--- src/rtl/gelu_requant_q35_if.sv ---
// Stream and control bundle for the accumulator-to-Q3.5 requantiser.
// The master side is the feeder/consumer pair and the slave side is the requantiser.
interface gelu_requant_q35_if #(
  parameter int unsigned ACC_W   = 24,
  parameter int unsigned MULT_W  = 16,
  parameter int unsigned SHIFT_W = 5,
  parameter int unsigned CNT_W   = 16
);
  logic [MULT_W-1:0]  cfg_mult;
  logic [SHIFT_W-1:0] cfg_shift;
  logic               in_valid;
  logic               in_ready;
  logic [ACC_W-1:0]   acc_in;
  logic               out_valid;
  logic               out_ready;
  logic [7:0]         y_q35;
  logic               sat_flag;
  logic [CNT_W-1:0]   sat_count;
  logic               sat_clr;

  modport master (
    output cfg_mult, cfg_shift, in_valid, acc_in, out_ready, sat_clr,
    input  in_ready, out_valid, y_q35, sat_flag, sat_count
  );

  modport slave (
    input  cfg_mult, cfg_shift, in_valid, acc_in, out_ready, sat_clr,
    output in_ready, out_valid, y_q35, sat_flag, sat_count
  );
endinterface

--- src/rtl/gelu_requant_q35.sv ---
// Requantises signed MAC accumulators to saturated Q3.5 codes for the GELU stage.
// Stage 1 multiplies, stage 2 rounds/shifts/clamps; both stages stall under backpressure.
module gelu_requant_q35 #(
  parameter int unsigned ACC_W   = 24,
  parameter int unsigned MULT_W  = 16,
  parameter int unsigned SHIFT_W = 5,
  parameter int unsigned CNT_W   = 16
) (
  input  logic                  clk,
  input  logic                  reset,
  gelu_requant_q35_if.slave     bus
);

  localparam int unsigned PROD_W = ACC_W + MULT_W + 1;
  localparam int unsigned EXT_W  = PROD_W + 1;
  localparam logic signed [EXT_W-1:0] Y_MAX = {{(EXT_W-8){1'b0}}, 8'h7f};
  localparam logic signed [EXT_W-1:0] Y_MIN = {{(EXT_W-8){1'b1}}, 8'h80};

  logic                      w_s1_adv;
  logic                      w_s2_adv;
  logic                      w_in_fire;
  logic                      w_out_fire;
  logic signed [PROD_W-1:0]  w_acc_ext;
  logic signed [PROD_W-1:0]  w_mult_ext;
  logic signed [PROD_W-1:0]  w_prod;
  logic signed [EXT_W-1:0]   w_rnd;
  logic signed [EXT_W-1:0]   w_sum;
  logic signed [EXT_W-1:0]   w_shr;
  logic [7:0]                w_y;
  logic                      w_sat;

  logic                      r_s1_valid;
  logic signed [PROD_W-1:0]  r_s1_prod;
  logic [SHIFT_W-1:0]        r_s1_shift;
  logic                      r_s2_valid;
  logic [7:0]                r_y;
  logic                      r_sat;
  logic [CNT_W-1:0]          r_sat_count;

  // Handshake: a stage may load when it is empty or its successor is moving.
  always_comb begin
    w_s2_adv   = !r_s2_valid || bus.out_ready;
    w_s1_adv   = !r_s1_valid || w_s2_adv;
    w_in_fire  = bus.in_valid && w_s1_adv;
    w_out_fire = r_s2_valid && bus.out_ready;
  end

  // Multiplier is zero-extended so the product is a plain signed multiply.
  always_comb begin
    w_acc_ext  = PROD_W'($signed(bus.acc_in));
    w_mult_ext = PROD_W'($signed({1'b0, bus.cfg_mult}));
    w_prod     = w_acc_ext * w_mult_ext;
  end

  // Round half up with one guard bit, arithmetic shift, then clamp to int8.
  always_comb begin
    w_rnd = '0;
    if (r_s1_shift != '0) begin
      w_rnd = EXT_W'(1) << (r_s1_shift - SHIFT_W'(1));
    end
    w_sum = {r_s1_prod[PROD_W-1], r_s1_prod} + w_rnd;
    w_shr = w_sum >>> r_s1_shift;
    w_y   = w_shr[7:0];
    w_sat = 1'b0;
    if (w_shr > Y_MAX) begin
      w_y   = 8'h7f;
      w_sat = 1'b1;
    end else if (w_shr < Y_MIN) begin
      w_y   = 8'h80;
      w_sat = 1'b1;
    end
  end

  always_ff @(posedge clk) begin
    if (reset) begin
      r_s1_valid  <= 1'b0;
      r_s1_prod   <= '0;
      r_s1_shift  <= '0;
      r_s2_valid  <= 1'b0;
      r_y         <= '0;
      r_sat       <= 1'b0;
      r_sat_count <= '0;
    end else begin
      if (w_s1_adv) begin
        r_s1_valid <= bus.in_valid;
        if (w_in_fire) begin
          r_s1_prod  <= w_prod;
          r_s1_shift <= bus.cfg_shift;
        end
      end
      if (w_s2_adv) begin
        r_s2_valid <= r_s1_valid;
        if (r_s1_valid) begin
          r_y   <= w_y;
          r_sat <= w_sat;
        end
      end
      // Clear wins over a same-edge increment; the count sticks at all-ones.
      if (bus.sat_clr) begin
        r_sat_count <= '0;
      end else if (w_out_fire && r_sat && (r_sat_count != '1)) begin
        r_sat_count <= r_sat_count + CNT_W'(1);
      end
    end
  end

  assign bus.in_ready  = w_s1_adv;
  assign bus.out_valid = r_s2_valid;
  assign bus.y_q35     = r_y;
  assign bus.sat_flag  = r_sat;
  assign bus.sat_count = r_sat_count;

endmodule

--- src/flat_wrapper.sv ---
// flat-port wrapper written by rule: the top's interface ports become plain ports
module gelu_requant_q35_flat 
#(
  parameter int unsigned ACC_W   = 24,
  parameter int unsigned MULT_W  = 16,
  parameter int unsigned SHIFT_W = 5,
  parameter int unsigned CNT_W   = 16
)
  (clk, reset, bus_cfg_mult, bus_cfg_shift, bus_in_valid, bus_acc_in, bus_out_ready, bus_sat_clr, bus_in_ready, bus_out_valid, bus_y_q35, bus_sat_flag, bus_sat_count);
  gelu_requant_q35_if #(.ACC_W(ACC_W), .MULT_W(MULT_W), .SHIFT_W(SHIFT_W), .CNT_W(CNT_W)) bus_i ();
  input  logic clk;
  input  logic reset;
  input wire logic [$bits(bus_i.cfg_mult)-1:0] bus_cfg_mult;
  input wire logic [$bits(bus_i.cfg_shift)-1:0] bus_cfg_shift;
  input wire logic [$bits(bus_i.in_valid)-1:0] bus_in_valid;
  input wire logic [$bits(bus_i.acc_in)-1:0] bus_acc_in;
  input wire logic [$bits(bus_i.out_ready)-1:0] bus_out_ready;
  input wire logic [$bits(bus_i.sat_clr)-1:0] bus_sat_clr;
  output wire logic [$bits(bus_i.in_ready)-1:0] bus_in_ready;
  output wire logic [$bits(bus_i.out_valid)-1:0] bus_out_valid;
  output wire logic [$bits(bus_i.y_q35)-1:0] bus_y_q35;
  output wire logic [$bits(bus_i.sat_flag)-1:0] bus_sat_flag;
  output wire logic [$bits(bus_i.sat_count)-1:0] bus_sat_count;
  assign bus_i.cfg_mult = bus_cfg_mult;
  assign bus_i.cfg_shift = bus_cfg_shift;
  assign bus_i.in_valid = bus_in_valid;
  assign bus_i.acc_in = bus_acc_in;
  assign bus_i.out_ready = bus_out_ready;
  assign bus_i.sat_clr = bus_sat_clr;
  assign bus_in_ready = bus_i.in_ready;
  assign bus_out_valid = bus_i.out_valid;
  assign bus_y_q35 = bus_i.y_q35;
  assign bus_sat_flag = bus_i.sat_flag;
  assign bus_sat_count = bus_i.sat_count;
  gelu_requant_q35 #(.ACC_W(ACC_W), .MULT_W(MULT_W), .SHIFT_W(SHIFT_W), .CNT_W(CNT_W)) u_core (.clk(clk), .reset(reset), .bus(bus_i));
endmodule
--- config.mk ---
export PLATFORM = sky130hd
export DESIGN_NAME = gelu_requant_q35_flat
export DESIGN_NICKNAME = d
export VERILOG_FILES = /design/src/rtl/gelu_requant_q35_if.sv /design/src/rtl/gelu_requant_q35.sv /design/src/flat_wrapper.sv
export SDC_FILE = /design/constraint.sdc
export NUM_CORES = 1
export LEC_CHECK = 0
export ABC_AREA = 0
export CORE_UTILIZATION = 50
export CTS_BUF_LIST = sky130_fd_sc_hd__clkbuf_8
export DETAILED_ROUTE_END_ITERATION = 8
export PLACE_DENSITY = 0.67
export SETUP_SLACK_MARGIN = 0.05
export SLEW_MARGIN = 25
export SYNTH_ARGS = -nofsm -noshare
export SYNTH_HDL_FRONTEND = slang
export SYNTH_SLANG_ARGS = --single-unit
--- constraint.sdc ---
create_clock -name clk -period 9.3 [get_ports clk]
set_input_delay 2.79 -clock clk [delete_from_list [all_inputs] [get_ports clk]]
set_output_delay 2.79 -clock clk [all_outputs]
set_load 0.02 [all_outputs]
Word-level counts from Yosys, hierarchy flattened
Index checks and enable logic that the tools add are counted.
Widths: inputs -> output; s select.
{"block": "op_classes", "n_div": 0, "n_addsub": 3, "reduce_logical": 12, "shift": 2, "n_lt_le_gt_ge": 2, "bitwise": 0, "eq_ne": 1, "mux": 5, "n_mul": 1}
{"operator": "$add 42x42->42", "n": 1}
{"operator": "$gt 42x8->1 const B", "n": 1}
{"operator": "$lt 42x8->1 const B", "n": 1}
{"operator": "$mux 42", "n": 1}
{"operator": "$shl 1x5->42 const A", "n": 1}
{"operator": "$sshr 42x5->42", "n": 1}
{"operator": "$mul 24x17->41", "n": 1}
{"operator": "$add 16x1->16 const B", "n": 1}
{"operator": "$mux 8", "n": 2}
{"operator": "$ne 16x16->1 const B", "n": 1}
{"operator": "$reduce_bool 5->1", "n": 1}
{"operator": "$sub 5x1->5 const B", "n": 1}
{"operator": "$logic_and 1x1->1", "n": 4}
{"operator": "$reduce_and 2->1", "n": 2}
{"operator": "$logic_not 1->1", "n": 2}
{"operator": "$logic_or 1x1->1", "n": 2}
{"operator": "$mux 1", "n": 2}
{"operator": "$reduce_or 2->1", "n": 1}
{"block": "totals", "mem_count": 0, "romBits": 0, "output_inout_bits": 27, "ff_bits": 73, "elab_cells": 33, "latch_bits": 0, "in_bits": 50, "ramBits": 0}

Longest topological paths before layout
{"block": "logic_depth", "word_depth": 8, "mapped_depth": 29, "depth_no_buf": 28}

Worst setup path after synthesis
OpenSTA, ideal clock, no wires.
{"block": "synth_timing", "path_kind": "input to register", "startpoint": "in bus_acc_in[5]", "endpoint": "reg u_core.r_s1_prod[36]", "cell_stages": 27, "setup_slack_ps": 75, "t_arrival_ps": 9155, "setup_time_ps": 70, "t_required_ps": 9230, "n_path_buf": 1, "path_cell_list": "clkbuf_1 nand2_1 fa_1 inv_1 fa_1 inv_1 fa_1 inv_1 fa_1 inv_1 fa_1 inv_1 fa_1 ha_1 a21oi_1 o21ai_0 a21o_1 a21o_1 o41ai_1 o311ai_0 nand3_1 nand4_1 a31o_2 a21oi_1 xnor2_1 nand2_1 a21oi_1"}
{"block": "synth_via", "elab_chain_len": 1}
{"element": "start, declared", "line_no": "flat_wrapper.sv:16", "text": "input wire logic [$bits(bus_i.acc_in)-1:0] bus_acc_in;"}
{"element": "$mul 24x17->41", "line_no": "gelu_requant_q35.sv:52", "text": "w_prod = w_acc_ext * w_mult_ext;"}
{"element": "end signal, assigned", "line_no": "gelu_requant_q35.sv:87", "text": "r_s1_prod <= w_prod;"}
{"element": "end, declared", "line_no": "gelu_requant_q35.sv:33", "text": "logic signed [PROD_W-1:0] r_s1_prod;"}
Every way passes these cells.
A chain may end at the register's enable or synchronous reset.

Worst setup path in the final report
{"block": "layout_timing", "startpoint": "in bus_cfg_mult[8]", "endpoint": "reg u_core.r_s1_prod[28]"}
{"block": "layout_via", "elab_chain_len": 1}
{"element": "start, declared", "line_no": "flat_wrapper.sv:13", "text": "input wire logic [$bits(bus_i.cfg_mult)-1:0] bus_cfg_mult;"}
{"element": "$mul 24x17->41", "line_no": "gelu_requant_q35.sv:52"}
Every way passes these cells.

==> results.ini <==
[finish]
multi_input_comb_area_um2 = 18900
finalNetCount = 3466
regArea_um2 = 1470
mostFrequentLayoutCell = inv_1
n_antenna_cell = 0
fin_util_pct = 56.8
layout_common_cells = inv_1 (434), nand2_1 (428), fa_1 (374), nor2_1 (171), and2_1 (164)
area.growth.synth_to_final_pct = 12.0
design_area_um2 = 25200
fill_cells = 4147
drive_gt1_share_pct = 9.97

[grt]
grt_pass1_wl_mm = 107
grt_pass1_vias = 20600
grt.total_usage_pct = 28.5
antenna_found_initial = 0
grt_max_degree = 67
globalRoute.totalOverflow = 0

[synthesis]
synth_area_per_cell_um2 = 8.04
synth.net_count = 3359
async_flop_share_pct = 0
ys_seq_area_share_pct = 6.50
yosysUniqueCellTypes = 90
synth_area_um2 = 22500
ys.flop_type = dfxtp_1
ys_ff_latch = 73
synthCells = 2797
synth_edf_count = 0
ys.warnings.count = 0

[clocking]
cts_root_buf = clkbuf_8
cts_tree = built
h-tree-depth = 3
cts.path.max_buffers = 2
numCtsBuffers = 9
clkSinkCount = 73
insertion_delay_ps = 410
clk_pin_slew_ps = 80

[setup_path]
reg2reg_slack_ps = 1830
cp_slowest_stage_delay_ps = 580
path_max_fanout = 6
worstSetupPathType = primary input to flip-flop
arrival_ps = 9310
r2r_start = u_core.r_s1_shift[3]
cpMostUsedCell = fa_1
critPathLaunch = bus_cfg_mult[8]
worst_ep_required_time_ps = 9630
end_kind = flip-flop
slowest_stage = fa_1
start_kind = primary input

[die]
initial_core_util_pct = 50.7
row_count = 77
ios = 77
die_x_um = 214
core_area_um2 = 44300
die_area_um2 = 45800
die_h_um = 214

[sta]
slew_viol_final = 0
relSlewSlack_pct = 24.5
finClkSkew_ps = 20.1
rsz0062_at_grt = no
setup_viol_count_final = 0
finalHoldViolCount = 0
post-route-min-period_ps = 8990
whs_ps = 462
setup_tns_ps = 0
finalCritPeriodShare_pct = 96.7
worst_pin_slew_ps = 1100
max_freq_ghz = 0.111

[min_path]
hold_start = u_core.r_s1_prod[31]
min_path_type = flip-flop to flip-flop

[placed_design]
place_area_um2 = 24700
gp_congestion = 0.942
port_buffers = 76
dp_hpwl_mm = 53.4

[drt]
dr.pass1.iters = 8
vias = 20000
vias_per_cell = 5.71
drt_iter0_markers = 1541
routed_wl_mm = 64.0
wl_per_cell_um = 18.3
antenna_left = 0
drc = 0

[outcome]
status = finished clean

[flow_run]
cap_violations = 0

==> kinds of logic after synthesis <==
kind of cell | count (synthesis) | share of synthesized area, %
AOI/OAI and AO/OA | 513 | 15.7
muxes | 63 | 3.71
other | 1 | 0.0167
adders and majority gates | 512 | 41.1
buffers and inverters | 593 | 9.99
xor gates and xnor gates | 77 | 3.03
and+or+nand+nor | 965 | 19.9
DFF | 73 | 6.50
==> through the flow <==
stage               setup slack [ps]  cells
finish                           311   3501
global placement                -603   3477
floorplan                       74.6   2797
global route                    5.91   3501
detailed placement              -696   3477
CTS                             41.8   3498
==> worst paths after layout <==
kind	endpoint	cells after the start
setup / recovery	u_core.r_s1_prod[28]	27
hold / removal	u_core.r_s1_prod[31]	2
setup reg to reg	u_core.bus.y_q35[0]	21
hold reg to reg	u_core.r_s1_prod[31]	2
==> critical path, delay by kind of cell <==
| family | cells | cell delay, ps |
|---|---|---|
| simple gates | 2 | 140 |
| fa+ha+maj | 7 | 3300 |
| compound gates | 10 | 1760 |
| xor+xnor | 1 | 140 |
| buf+inv | 7 | 1180 |
==> synth_stat cells, drive strengths merged, types with 22 or more instances <==
| master | number | area share (%) |
|---|---|---|
| nor2 | 172 | 2.9 |
| o211ai | 29 | 1.0 |
| nor3 | 43 | 0.96 |
| xnor2 | 44 | 1.7 |
| buf | 29 | 0.57 |
| nand2 | 429 | 7.2 |
| xor2 | 33 | 1.3 |
| a31oi | 24 | 0.70 |
| inv | 437 | 7.3 |
| nand3 | 49 | 1.1 |
| o21ai | 70 | 1.6 |
| ha | 134 | 7.5 |
| and2 | 165 | 4.6 |
| nand4 | 26 | 0.72 |
| fa | 378 | 34 |
| a21o | 44 | 1.5 |
| mux2 | 22 | 1.1 |
| a21oi | 146 | 3.3 |
| clkbuf | 126 | 2.1 |
| dfxtp | 73 | 6.5 |
| a211oi | 29 | 0.97 |
| mux2i | 27 | 1.2 |
==> sequential cells by signal (all words and copies together), names as in the netlist <==
name	count
u_core.r_s1_prod	41
u_core.bus.sat_count	16
u_core.bus.y_q35	8
u_core.r_s1_shift	5
u_core.bus.out_valid	1
u_core.bus.sat_flag	1
u_core.r_s1_valid	1
==> layer usage <==
layer / part of all wire [%] / up-vias / track usage (%) / routed length [um]
li1: - / 9383 / - / -
met1: 44 / 9788 / 38.2 / 28000
met2: 48 / 705 / 48.1 / 30500
met3: 5.5 / 114 / 2.95 / 3510
met4: 3.1 / 0 / 9.11 / 1950
met5: 0 / - / 0 / 0
==> area by class of cell <==
cell class                 count  area share (%)
tap                          592            2.94
multi-input combinational   2131            75.2
timing repair buffer         251            8.72
clock inverter                 7           0.298
inverter                     438            6.53
clock buffer                   9           0.492
sequential                    73            5.82
==> what timing repair did <==
item,in CTS,in global routing
setup buffers,5,3
pin swaps,7,33
endpoints found under the setup margin,10,12
hold buffers,0,0
resized for setup,13,65
Power is left out: the tool's default activity adds up to more than one toggle a clock period on the data nets, which glitch-free logic cannot reach.
